--- src/rtl/tcdm2axi_bridge_if.sv ---
// Signal bundle between a TCDM initiator, the TCDM-to-AXI bridge and a single-beat AXI slave.
// The bridge uses the master modport; the TCDM initiator plus AXI slave side uses the slave modport.
interface tcdm2axi_bridge_if #(
  parameter int unsigned ADDR_WIDTH     = 32,
  parameter int unsigned DATA_WIDTH     = 32,
  parameter int unsigned AXI_DATA_WIDTH = 64
);
  // TCDM request / response
  logic                          req_i;
  logic [ADDR_WIDTH-1:0]         add_i;
  logic                          wen_i;
  logic [DATA_WIDTH-1:0]         wdata_i;
  logic [DATA_WIDTH/8-1:0]       be_i;
  logic                          gnt_o;
  logic                          r_valid_o;
  logic [DATA_WIDTH-1:0]         r_rdata_o;
  logic                          r_opc_o;
  // AXI write address / data / response
  logic [ADDR_WIDTH-1:0]         aw_addr_o;
  logic                          aw_valid_o;
  logic                          aw_ready_i;
  logic [AXI_DATA_WIDTH-1:0]     w_data_o;
  logic [AXI_DATA_WIDTH/8-1:0]   w_strb_o;
  logic                          w_valid_o;
  logic                          w_ready_i;
  logic [1:0]                    b_resp_i;
  logic                          b_valid_i;
  logic                          b_ready_o;
  // AXI read address / data
  logic [ADDR_WIDTH-1:0]         ar_addr_o;
  logic                          ar_valid_o;
  logic                          ar_ready_i;
  logic [AXI_DATA_WIDTH-1:0]     r_data_i;
  logic [1:0]                    r_resp_i;
  logic                          r_valid_i;
  logic                          r_ready_o;
  logic                          busy_o;

  modport master (
    input  req_i, add_i, wen_i, wdata_i, be_i,
    output gnt_o, r_valid_o, r_rdata_o, r_opc_o,
    output aw_addr_o, aw_valid_o, input aw_ready_i,
    output w_data_o, w_strb_o, w_valid_o, input w_ready_i,
    input  b_resp_i, b_valid_i, output b_ready_o,
    output ar_addr_o, ar_valid_o, input ar_ready_i,
    input  r_data_i, r_resp_i, r_valid_i, output r_ready_o,
    output busy_o
  );

  modport slave (
    output req_i, add_i, wen_i, wdata_i, be_i,
    input  gnt_o, r_valid_o, r_rdata_o, r_opc_o,
    input  aw_addr_o, aw_valid_o, output aw_ready_i,
    input  w_data_o, w_strb_o, w_valid_o, output w_ready_i,
    output b_resp_i, b_valid_i, input b_ready_o,
    input  ar_addr_o, ar_valid_o, output ar_ready_i,
    output r_data_i, r_resp_i, r_valid_i, input r_ready_o,
    input  busy_o
  );
endinterface

--- src/rtl/tcdm2axi_bridge.sv ---
// TCDM to AXI bridge: one outstanding single-beat AXI read or write per TCDM request.
// Optional macro TCDM2AXI_ERR_EN reports SLVERR/DECERR responses on r_opc_o.
module tcdm2axi_bridge #(
  parameter int unsigned ADDR_WIDTH     = 32,
  parameter int unsigned DATA_WIDTH     = 32,
  parameter int unsigned AXI_DATA_WIDTH = 64
) (
  input  logic                  clk_i,
  input  logic                  rst_i,
  tcdm2axi_bridge_if.master     bus
);

  localparam int unsigned DBYTES   = DATA_WIDTH / 8;
  localparam int unsigned ABYTES   = AXI_DATA_WIDTH / 8;
  localparam int unsigned NLANES   = AXI_DATA_WIDTH / DATA_WIDTH;
  localparam int unsigned LANE_W   = (NLANES > 1) ? $clog2(NLANES) : 1;
  localparam int unsigned LANE_LSB = $clog2(DBYTES);

  typedef enum logic [2:0] {IDLE, AR, RWAIT, AWW, BWAIT} state_t;

  state_t                     r_state;
  logic [ADDR_WIDTH-1:0]      r_addr;
  logic [AXI_DATA_WIDTH-1:0]  r_w_data;
  logic [ABYTES-1:0]          r_w_strb;
  logic                       r_ar_valid;
  logic                       r_aw_valid;
  logic                       r_w_valid;
  logic                       r_r_ready;
  logic                       r_b_ready;
  logic                       r_rvalid;
  logic [DATA_WIDTH-1:0]      r_rdata;
  logic                       r_opc;

  logic                       w_gnt;
  logic [LANE_W-1:0]          w_add_lane;
  logic [LANE_W-1:0]          w_cap_lane;
  logic [AXI_DATA_WIDTH-1:0]  w_place_data;
  logic [ABYTES-1:0]          w_place_strb;
  logic [DATA_WIDTH-1:0]      w_lane_rdata;
  logic                       w_aw_done;
  logic                       w_w_done;
  logic                       w_r_err;
  logic                       w_b_err;

  // Lane of the AXI beat that a TCDM word address falls into
  function automatic logic [LANE_W-1:0] lane_of(input logic [ADDR_WIDTH-1:0] a);
    if (NLANES > 1) return LANE_W'(a >> LANE_LSB);
    else            return '0;
  endfunction

  assign w_add_lane = lane_of(bus.add_i);
  assign w_cap_lane = lane_of(r_addr);

  // Reset blocks the grant so a request is never accepted and then discarded
  assign w_gnt = bus.req_i && (r_state == IDLE) && !rst_i;

  // A channel is done once its handshake fires now or has already fired
  assign w_aw_done = !r_aw_valid || bus.aw_ready_i;
  assign w_w_done  = !r_w_valid  || bus.w_ready_i;

`ifdef TCDM2AXI_ERR_EN
  // SLVERR (2) and DECERR (3) both have bit 1 set
  assign w_r_err = bus.r_resp_i[1];
  assign w_b_err = bus.b_resp_i[1];
`else
  assign w_r_err = 1'b0;
  assign w_b_err = 1'b0;
`endif

  // Write-lane placement of the incoming word and read-lane extraction of the returned beat
  always_comb begin
    w_place_data = '0;
    w_place_strb = '0;
    w_lane_rdata = '0;
    for (int unsigned i = 0; i < NLANES; i++) begin
      if (LANE_W'(i) == w_add_lane) begin
        w_place_data[i*DATA_WIDTH +: DATA_WIDTH] = bus.wdata_i;
        w_place_strb[i*DBYTES +: DBYTES]         = bus.be_i;
      end
      if (LANE_W'(i) == w_cap_lane) begin
        w_lane_rdata = bus.r_data_i[i*DATA_WIDTH +: DATA_WIDTH];
      end
    end
  end

  // Transaction FSM with registered handshake outputs
  always_ff @(posedge clk_i) begin
    if (rst_i) begin
      r_state    <= IDLE;
      r_addr     <= '0;
      r_w_data   <= '0;
      r_w_strb   <= '0;
      r_ar_valid <= 1'b0;
      r_aw_valid <= 1'b0;
      r_w_valid  <= 1'b0;
      r_r_ready  <= 1'b0;
      r_b_ready  <= 1'b0;
      r_rvalid   <= 1'b0;
      r_rdata    <= '0;
      r_opc      <= 1'b0;
    end else begin
      r_rvalid <= 1'b0;
      r_opc    <= 1'b0;
      unique case (r_state)
        IDLE: begin
          if (w_gnt) begin
            r_addr   <= bus.add_i;
            r_w_data <= w_place_data;
            r_w_strb <= w_place_strb;
            if (bus.wen_i) begin
              r_ar_valid <= 1'b1;
              r_state    <= AR;
            end else begin
              r_aw_valid <= 1'b1;
              r_w_valid  <= 1'b1;
              r_state    <= AWW;
            end
          end
        end
        AR: begin
          if (bus.ar_ready_i) begin
            r_ar_valid <= 1'b0;
            r_r_ready  <= 1'b1;
            r_state    <= RWAIT;
          end
        end
        RWAIT: begin
          if (bus.r_valid_i) begin
            r_r_ready <= 1'b0;
            r_rvalid  <= 1'b1;
            r_rdata   <= w_lane_rdata;
            r_opc     <= w_r_err;
            r_state   <= IDLE;
          end
        end
        AWW: begin
          if (bus.aw_ready_i) r_aw_valid <= 1'b0;
          if (bus.w_ready_i)  r_w_valid  <= 1'b0;
          if (w_aw_done && w_w_done) begin
            r_b_ready <= 1'b1;
            r_state   <= BWAIT;
          end
        end
        BWAIT: begin
          if (bus.b_valid_i) begin
            r_b_ready <= 1'b0;
            r_rvalid  <= 1'b1;
            r_rdata   <= '0;
            r_opc     <= w_b_err;
            r_state   <= IDLE;
          end
        end
        default: r_state <= IDLE;
      endcase
    end
  end

  assign bus.gnt_o      = w_gnt;
  assign bus.r_valid_o  = r_rvalid;
  assign bus.r_rdata_o  = r_rdata;
  assign bus.r_opc_o    = r_opc;
  assign bus.aw_addr_o  = r_addr;
  assign bus.aw_valid_o = r_aw_valid;
  assign bus.w_data_o   = r_w_data;
  assign bus.w_strb_o   = r_w_strb;
  assign bus.w_valid_o  = r_w_valid;
  assign bus.b_ready_o  = r_b_ready;
  assign bus.ar_addr_o  = r_addr;
  assign bus.ar_valid_o = r_ar_valid;
  assign bus.r_ready_o  = r_r_ready;
  assign bus.busy_o     = (r_state != IDLE);

endmodule

--- src/flat_wrapper.sv ---
// flat-port wrapper written by rule: the top's interface ports become plain ports
module tcdm2axi_bridge_flat 
#(
  parameter int unsigned ADDR_WIDTH     = 32,
  parameter int unsigned DATA_WIDTH     = 32,
  parameter int unsigned AXI_DATA_WIDTH = 64
)
  (clk_i, rst_i, bus_req_i, bus_add_i, bus_wen_i, bus_wdata_i, bus_be_i, bus_gnt_o, bus_r_valid_o, bus_r_rdata_o, bus_r_opc_o, bus_aw_addr_o, bus_aw_valid_o, bus_aw_ready_i, bus_w_data_o, bus_w_strb_o, bus_w_valid_o, bus_w_ready_i, bus_b_resp_i, bus_b_valid_i, bus_b_ready_o, bus_ar_addr_o, bus_ar_valid_o, bus_ar_ready_i, bus_r_data_i, bus_r_resp_i, bus_r_valid_i, bus_r_ready_o, bus_busy_o);
  tcdm2axi_bridge_if #(.ADDR_WIDTH(ADDR_WIDTH), .DATA_WIDTH(DATA_WIDTH), .AXI_DATA_WIDTH(AXI_DATA_WIDTH)) bus_i ();
  input  logic clk_i;
  input  logic rst_i;
  input wire logic [$bits(bus_i.req_i)-1:0] bus_req_i;
  input wire logic [$bits(bus_i.add_i)-1:0] bus_add_i;
  input wire logic [$bits(bus_i.wen_i)-1:0] bus_wen_i;
  input wire logic [$bits(bus_i.wdata_i)-1:0] bus_wdata_i;
  input wire logic [$bits(bus_i.be_i)-1:0] bus_be_i;
  output wire logic [$bits(bus_i.gnt_o)-1:0] bus_gnt_o;
  output wire logic [$bits(bus_i.r_valid_o)-1:0] bus_r_valid_o;
  output wire logic [$bits(bus_i.r_rdata_o)-1:0] bus_r_rdata_o;
  output wire logic [$bits(bus_i.r_opc_o)-1:0] bus_r_opc_o;
  output wire logic [$bits(bus_i.aw_addr_o)-1:0] bus_aw_addr_o;
  output wire logic [$bits(bus_i.aw_valid_o)-1:0] bus_aw_valid_o;
  input wire logic [$bits(bus_i.aw_ready_i)-1:0] bus_aw_ready_i;
  output wire logic [$bits(bus_i.w_data_o)-1:0] bus_w_data_o;
  output wire logic [$bits(bus_i.w_strb_o)-1:0] bus_w_strb_o;
  output wire logic [$bits(bus_i.w_valid_o)-1:0] bus_w_valid_o;
  input wire logic [$bits(bus_i.w_ready_i)-1:0] bus_w_ready_i;
  input wire logic [$bits(bus_i.b_resp_i)-1:0] bus_b_resp_i;
  input wire logic [$bits(bus_i.b_valid_i)-1:0] bus_b_valid_i;
  output wire logic [$bits(bus_i.b_ready_o)-1:0] bus_b_ready_o;
  output wire logic [$bits(bus_i.ar_addr_o)-1:0] bus_ar_addr_o;
  output wire logic [$bits(bus_i.ar_valid_o)-1:0] bus_ar_valid_o;
  input wire logic [$bits(bus_i.ar_ready_i)-1:0] bus_ar_ready_i;
  input wire logic [$bits(bus_i.r_data_i)-1:0] bus_r_data_i;
  input wire logic [$bits(bus_i.r_resp_i)-1:0] bus_r_resp_i;
  input wire logic [$bits(bus_i.r_valid_i)-1:0] bus_r_valid_i;
  output wire logic [$bits(bus_i.r_ready_o)-1:0] bus_r_ready_o;
  output wire logic [$bits(bus_i.busy_o)-1:0] bus_busy_o;
  assign bus_i.req_i = bus_req_i;
  assign bus_i.add_i = bus_add_i;
  assign bus_i.wen_i = bus_wen_i;
  assign bus_i.wdata_i = bus_wdata_i;
  assign bus_i.be_i = bus_be_i;
  assign bus_gnt_o = bus_i.gnt_o;
  assign bus_r_valid_o = bus_i.r_valid_o;
  assign bus_r_rdata_o = bus_i.r_rdata_o;
  assign bus_r_opc_o = bus_i.r_opc_o;
  assign bus_aw_addr_o = bus_i.aw_addr_o;
  assign bus_aw_valid_o = bus_i.aw_valid_o;
  assign bus_i.aw_ready_i = bus_aw_ready_i;
  assign bus_w_data_o = bus_i.w_data_o;
  assign bus_w_strb_o = bus_i.w_strb_o;
  assign bus_w_valid_o = bus_i.w_valid_o;
  assign bus_i.w_ready_i = bus_w_ready_i;
  assign bus_i.b_resp_i = bus_b_resp_i;
  assign bus_i.b_valid_i = bus_b_valid_i;
  assign bus_b_ready_o = bus_i.b_ready_o;
  assign bus_ar_addr_o = bus_i.ar_addr_o;
  assign bus_ar_valid_o = bus_i.ar_valid_o;
  assign bus_i.ar_ready_i = bus_ar_ready_i;
  assign bus_i.r_data_i = bus_r_data_i;
  assign bus_i.r_resp_i = bus_r_resp_i;
  assign bus_i.r_valid_i = bus_r_valid_i;
  assign bus_r_ready_o = bus_i.r_ready_o;
  assign bus_busy_o = bus_i.busy_o;
  tcdm2axi_bridge #(.ADDR_WIDTH(ADDR_WIDTH), .DATA_WIDTH(DATA_WIDTH), .AXI_DATA_WIDTH(AXI_DATA_WIDTH)) u_core (.clk_i(clk_i), .rst_i(rst_i), .bus(bus_i));
endmodule
--- config.mk ---
export PLATFORM = sky130hd
export DESIGN_NAME = tcdm2axi_bridge_flat
export DESIGN_NICKNAME = d
export VERILOG_FILES = /design/src/rtl/tcdm2axi_bridge_if.sv /design/src/rtl/tcdm2axi_bridge.sv /design/src/flat_wrapper.sv
export SDC_FILE = /design/constraint.sdc
export NUM_CORES = 1
export LEC_CHECK = 0
export BUFFER_PORTS_ARGS = -buffer_cell sky130_fd_sc_hd__clkbuf_2
export CAP_MARGIN = 30
export CORE_MARGIN = 4
export CORE_UTILIZATION = 40
export CTS_CLUSTER_DIAMETER = 120
export CTS_CLUSTER_SIZE = 14
export DETAILED_ROUTE_END_ITERATION = 8
export PLACE_DENSITY = 0.81
export SETUP_SLACK_MARGIN = 0.15
export SYNTH_ARGS = -nofsm -noshare
export SYNTH_HDL_FRONTEND = slang
export SYNTH_SLANG_ARGS = --single-unit
--- constraint.sdc ---
create_clock -name clk_i -period 5.52 [get_ports clk_i]
set_input_delay 1.104 -clock clk_i [delete_from_list [all_inputs] [get_ports clk_i]]
set_output_delay 1.104 -clock clk_i [all_outputs]
set_load 0.01 [all_outputs]
-- Word level (Yosys, flattened, before mapping)
Cells that the tools add are included.
- equality and inequality tests: 13
- multiplexer cells: 34
- reductions and logical operators: 23
- operators by type and width (operator ; number):
    2-to-1 mux 32 bit ; 5
    case mux 32 bit (2 select lines) ; 1
    inequality test 2 bit (second input constant) ; 8
    2-to-1 mux 3 bit ; 5
    case mux 3 bit (5 select lines) ; 1
    2-to-1 mux 1 bit ; 13
    case mux 1 bit (2 select lines) ; 6
    AND reduction 4 bit ; 3
    nonzero test 2 bit ; 5
    AND reduction 3 bit ; 3
    2-to-1 mux 4 bit ; 2
    equality test 3 x 2 -> 1 bit (second input constant) ; 2
    AND reduction 5 bit ; 1
    equality test 3 x 1 -> 1 bit (second input constant) ; 1
    equality test 3 bit (second input constant) ; 1
    logical AND 1 bit ; 3
    zero test 1 bit ; 3
    zero test 3 bit ; 1
    nonzero test 3 bit ; 1
    logical OR 1 bit ; 2
    2-to-1 mux 2 bit ; 1
    inequality test 2 x 1 -> 1 bit (second input constant) ; 1
    AND reduction 2 bit ; 1
- register bits: 145
- input port bits: 145

-- Logic depth before layout (Yosys ltp)
- depth in word-level cells: 5
- depth in mapped cells: 9
- depth with buffers taken out: 5

-- Least setup slack after synthesis
OpenSTA, ideal clock, no wires.
- path kind: input port to output port
- from: input rst_i
- to: output bus_gnt_o
- data arrival time: 1.925 ns
- slack: 2.491 ns
- stages on the path: 6
- path buffers: 3
- cells stage by stage: nand2b_1 -> or2_1 -> buf_6 -> clkinv_4 -> buf_6 -> buf_2
- cells in the longest elaborated chain, start to end: 2
- ends and longest elaborated chain (element ; RTL line ; text):
    start: declaration ; flat_wrapper.sv:11 ; input logic rst_i;
    zero test 1 bit ; tcdm2axi_bridge.sv:55 ; assign w_gnt = bus.req_i && (r_state == IDLE) && !rst_i;
    logical AND 1 bit ; tcdm2axi_bridge.sv:55 ;
    end: declaration ; flat_wrapper.sv:17 ; output wire logic [$bits(bus_i.gnt_o)-1:0] bus_gnt_o;
Every way passes these cells.

-- Worst setup path in the final report
Ends and elaborated chain as after synthesis.

==> impl_metrics.env <==
export IMPL_status="finished, final reports clean"
export IMPL_yosysWarnings=0
export IMPL_yosysSeqAreaShare_pct=47.7
export IMPL_synthArstFlopShare_pct=0
export IMPL_netlist_instances=730
export IMPL_hold_viol=0
export IMPL_floorplan_initialDensity_pct=41.4
export IMPL_grt_setup_unrepaired="false"
export IMPL_maxCapViolCount=0
export IMPL_fin_tns_setup_ps=0
export IMPL_finalCriticalPeriod_ps=3160
export IMPL_antennaDiodeCount=0
export IMPL_period_share_pct=57.2
export IMPL_drc=0
export IMPL_max_slew_margin_rel_pct=29.1
export IMPL_insertion_delay_ps=420
export IMPL_internal_power_mw=1.88
export IMPL_seqPwrFrac_pct=43.7
export IMPL_setup_viol=0
export IMPL_fill_cells=1383
export IMPL_ctsRootBufferMaster="clkbuf_16"
export IMPL_clockBufferDepth=2
export IMPL_yosysTopAreaCell="dfxtp_1"
export IMPL_path_max_fanout=59
export IMPL_p_comb_share_pct=14.7
export IMPL_synth_seq_cells=145
export IMPL_synth_area_um2=6080
export IMPL_p_clk_share_pct=41.6
export IMPL_pwr_density_cell_nw_per_um2=324
export IMPL_core_um2=14700
export IMPL_via_per_inst=5.06
export IMPL_critPathKind="input port to output port"
export IMPL_vdd_ir_drop_worst_v=0.000191
export IMPL_cts_sinks=145
export IMPL_cp_required_ps=4420
export IMPL_syn_nets=875
export IMPL_wl_per_cell_um=15.1
export IMPL_p_sw_share_pct=27.8
export IMPL_final_max_slew_viol_count=0
export IMPL_portBuffers=316
export IMPL_post_synth_top_count_cell="dfxtp_1"
export IMPL_cts_tree="yes"
export IMPL_grtUsageTotal_pct=19.8
export IMPL_cp_startpoint="rst_i"
export IMPL_rows=44
export IMPL_skew_ps=7.46
export IMPL_leakagePower_nw=3.64
export IMPL_regToRegSetupSlack_ps=3150
export IMPL_fmax_ghz=0.317
export IMPL_drt_initial_drc_count=360
export IMPL_final_net_count=1120
export IMPL_worst_ep_arrival_time_ps=2050
export IMPL_post_synth_cell_area_avg_um2=8.33
export IMPL_r2r_cells=8
export IMPL_ctsResizeCount=0
export IMPL_timing_worst_slew_pin_value_ps=1060
export IMPL_r2r_end="u_core.bus.w_data_o[34]$_SDFFE_PP0P_"
export IMPL_drt_pass1_iter_count=4
export IMPL_postCtsSetupBuffers=0
export IMPL_synthTopCellsByArea="dfxtp_1, a21oi_1, nand2_1, nand3b_1, mux2i_1"
export IMPL_gp_congestion=0.783
export IMPL_ioPinCount=322
export IMPL_drive_gt1_share_pct=36.5
export IMPL_antenna_found_initial=0
export IMPL_ys_flop_type="dfxtp_1"
export IMPL_grt_max_degree=90
export IMPL_grt_pass1_wl_um=28600
export IMPL_grt_pass1_vias=5664
export IMPL_yosysTopAreaCellShare_pct=47.7
export IMPL_startpoint_type="input port"
export IMPL_die_w_um=131
export IMPL_hp_class="flop to flop"
export IMPL_synth_edff_count=0
export IMPL_yosysUniqueCellTypes=31
export IMPL_postRouteWirelength_um=17700
export IMPL_grt_ovfl_total=0
export IMPL_path_clk_slew_ps=60
export IMPL_r2r_start="u_core.r_state[2]$_SDFFE_PP0P_"
export IMPL_dp_hpwl_um=12500
export IMPL_htreeDepth=4
export IMPL_switching_power_uw=724
export IMPL_numCtsBuffers=17
export IMPL_vias=5935
export IMPL_ys_top_cells_by_count="dfxtp_1, nand2_1, a21oi_1"
export IMPL_cts_hold_buf=0
export IMPL_ant_nets=0
export IMPL_critPathCaptureType="output port"
export IMPL_fp_dieH_um=131
export IMPL_layout_area_overhead_vs_synth_pct=32.4
export IMPL_cp_endpoint="bus_gnt_o"
export IMPL_die_area_um2=17200
export IMPL_worst_hold_slack_ps=447
[worst max-delay path, stage by stage]
cell	delay (ps)
buf_4	430
nand2b_1	200
or2_4	140
clkinv_4	50
clkbuf_2	120
[routing by layer]
layer | global-route usage, % | vias up | part of all wire, %
met1 | 23.0 | 2728 | 40
li1 | - | 2964 | -
met2 | 34.4 | 213 | 50
met5 | 0 | - | 0
met3 | 6.12 | 30 | 7.3
met4 | 7.47 | 0 | 2.4
[power by group through the flow]
stage	clock network, mW	registers, mW	logic [mW]
final	1.09	1.14	0.383
after global routing	1.16	1.15	0.421
after CTS	1.11	1.14	0.387
after detailed placement	0	1.16	0.385
after global placement	0	1.16	0.370
after floorplan	0	1.18	0.219
[through the flow]
step | power [mW] | area [µm²] | util, % | worst slack [ps] | cells
3_3_place_gp | 1.53 | 7400 | 50.3 | 2250 | 1136
4_1_cts | 2.64 | 8050 | 54.8 | 2340 | 1172
5_1_grt | 2.73 | 8050 | 54.8 | 2280 | 1172
6_report | 2.61 | 8050 | 54.8 | 2360 | 1172
2_1_floorplan | 1.40 | 6080 | - | 2490 | 730
3_5_place_dp | 1.55 | 7490 | 51.0 | 2330 | 1140
[worst min path at each step]
stage                                               from                                   end  slack, ps  cells past startpoint
finish              u_core.bus.w_data_o[38]$_SDFFE_PP0P_  u_core.bus.w_data_o[38]$_SDFFE_PP0P_        450                      2
global route        u_core.bus.w_data_o[38]$_SDFFE_PP0P_  u_core.bus.w_data_o[38]$_SDFFE_PP0P_        470                      2
CTS                 u_core.bus.w_data_o[38]$_SDFFE_PP0P_  u_core.bus.w_data_o[38]$_SDFFE_PP0P_        450                      2
floorplan           u_core.bus.w_data_o[57]$_SDFFE_PP0P_  u_core.bus.w_data_o[57]$_SDFFE_PP0P_        480                      2
global placement    u_core.bus.w_data_o[11]$_SDFFE_PP0P_  u_core.bus.w_data_o[11]$_SDFFE_PP0P_        440                      2
detailed placement  u_core.bus.w_data_o[38]$_SDFFE_PP0P_  u_core.bus.w_data_o[38]$_SDFFE_PP0P_        440                      2
[logic make-up (layout without fill, tap and decap cells)]
kind of cell	count (synthesis)	count (layout)	synth area share, %
other	1	1	0.0616
and+or+nand+nor	327	327	27.2
AOI/OAI and AO/OA	121	121	10.4
DFF	145	145	47.7
buffers and inverters	104	362	9.32
muxes	32	32	5.27
[cells in the final DEF, fill, tap and decap left out, drive strengths merged, types with 3 or more instances in the layout]
cell      n
clkbuf  332
dfxtp   145
nand2   141
a21oi   111
nand3b   69
nand3    36
nor2     35
mux2i    32
nor4     32
clkinv   11
buf      11
inv       6
nor3b     4
nand2b    3
o221ai    3
[final cells by class]
| type | instances | area, µm² | share of cell area (%) |
|---|---|---|---|
| Clock inverter | 15 | 136 | 1.69 |
| Multi-Input combinational cell | 481 | 2620 | 32.5 |
| Clock buffer | 17 | 425 | 5.28 |
| Timing Repair Buffer | 326 | 1720 | 21.4 |
| Inverter | 4 | 20.0 | 0.249 |
| Tap cell | 184 | 230 | 2.86 |
| Sequential cell | 145 | 2900 | 36.1 |
[registers in the layout (all words and copies together) (netlist names), 3 cells and up]
signal and count:
u_core.bus.w_data_o 64, u_core.bus.ar_addr_o 32, u_core.bus.r_rdata_o 32, u_core.bus.w_strb_o 8, u_core.r_state 3
(Power assumes the default switching activity.)
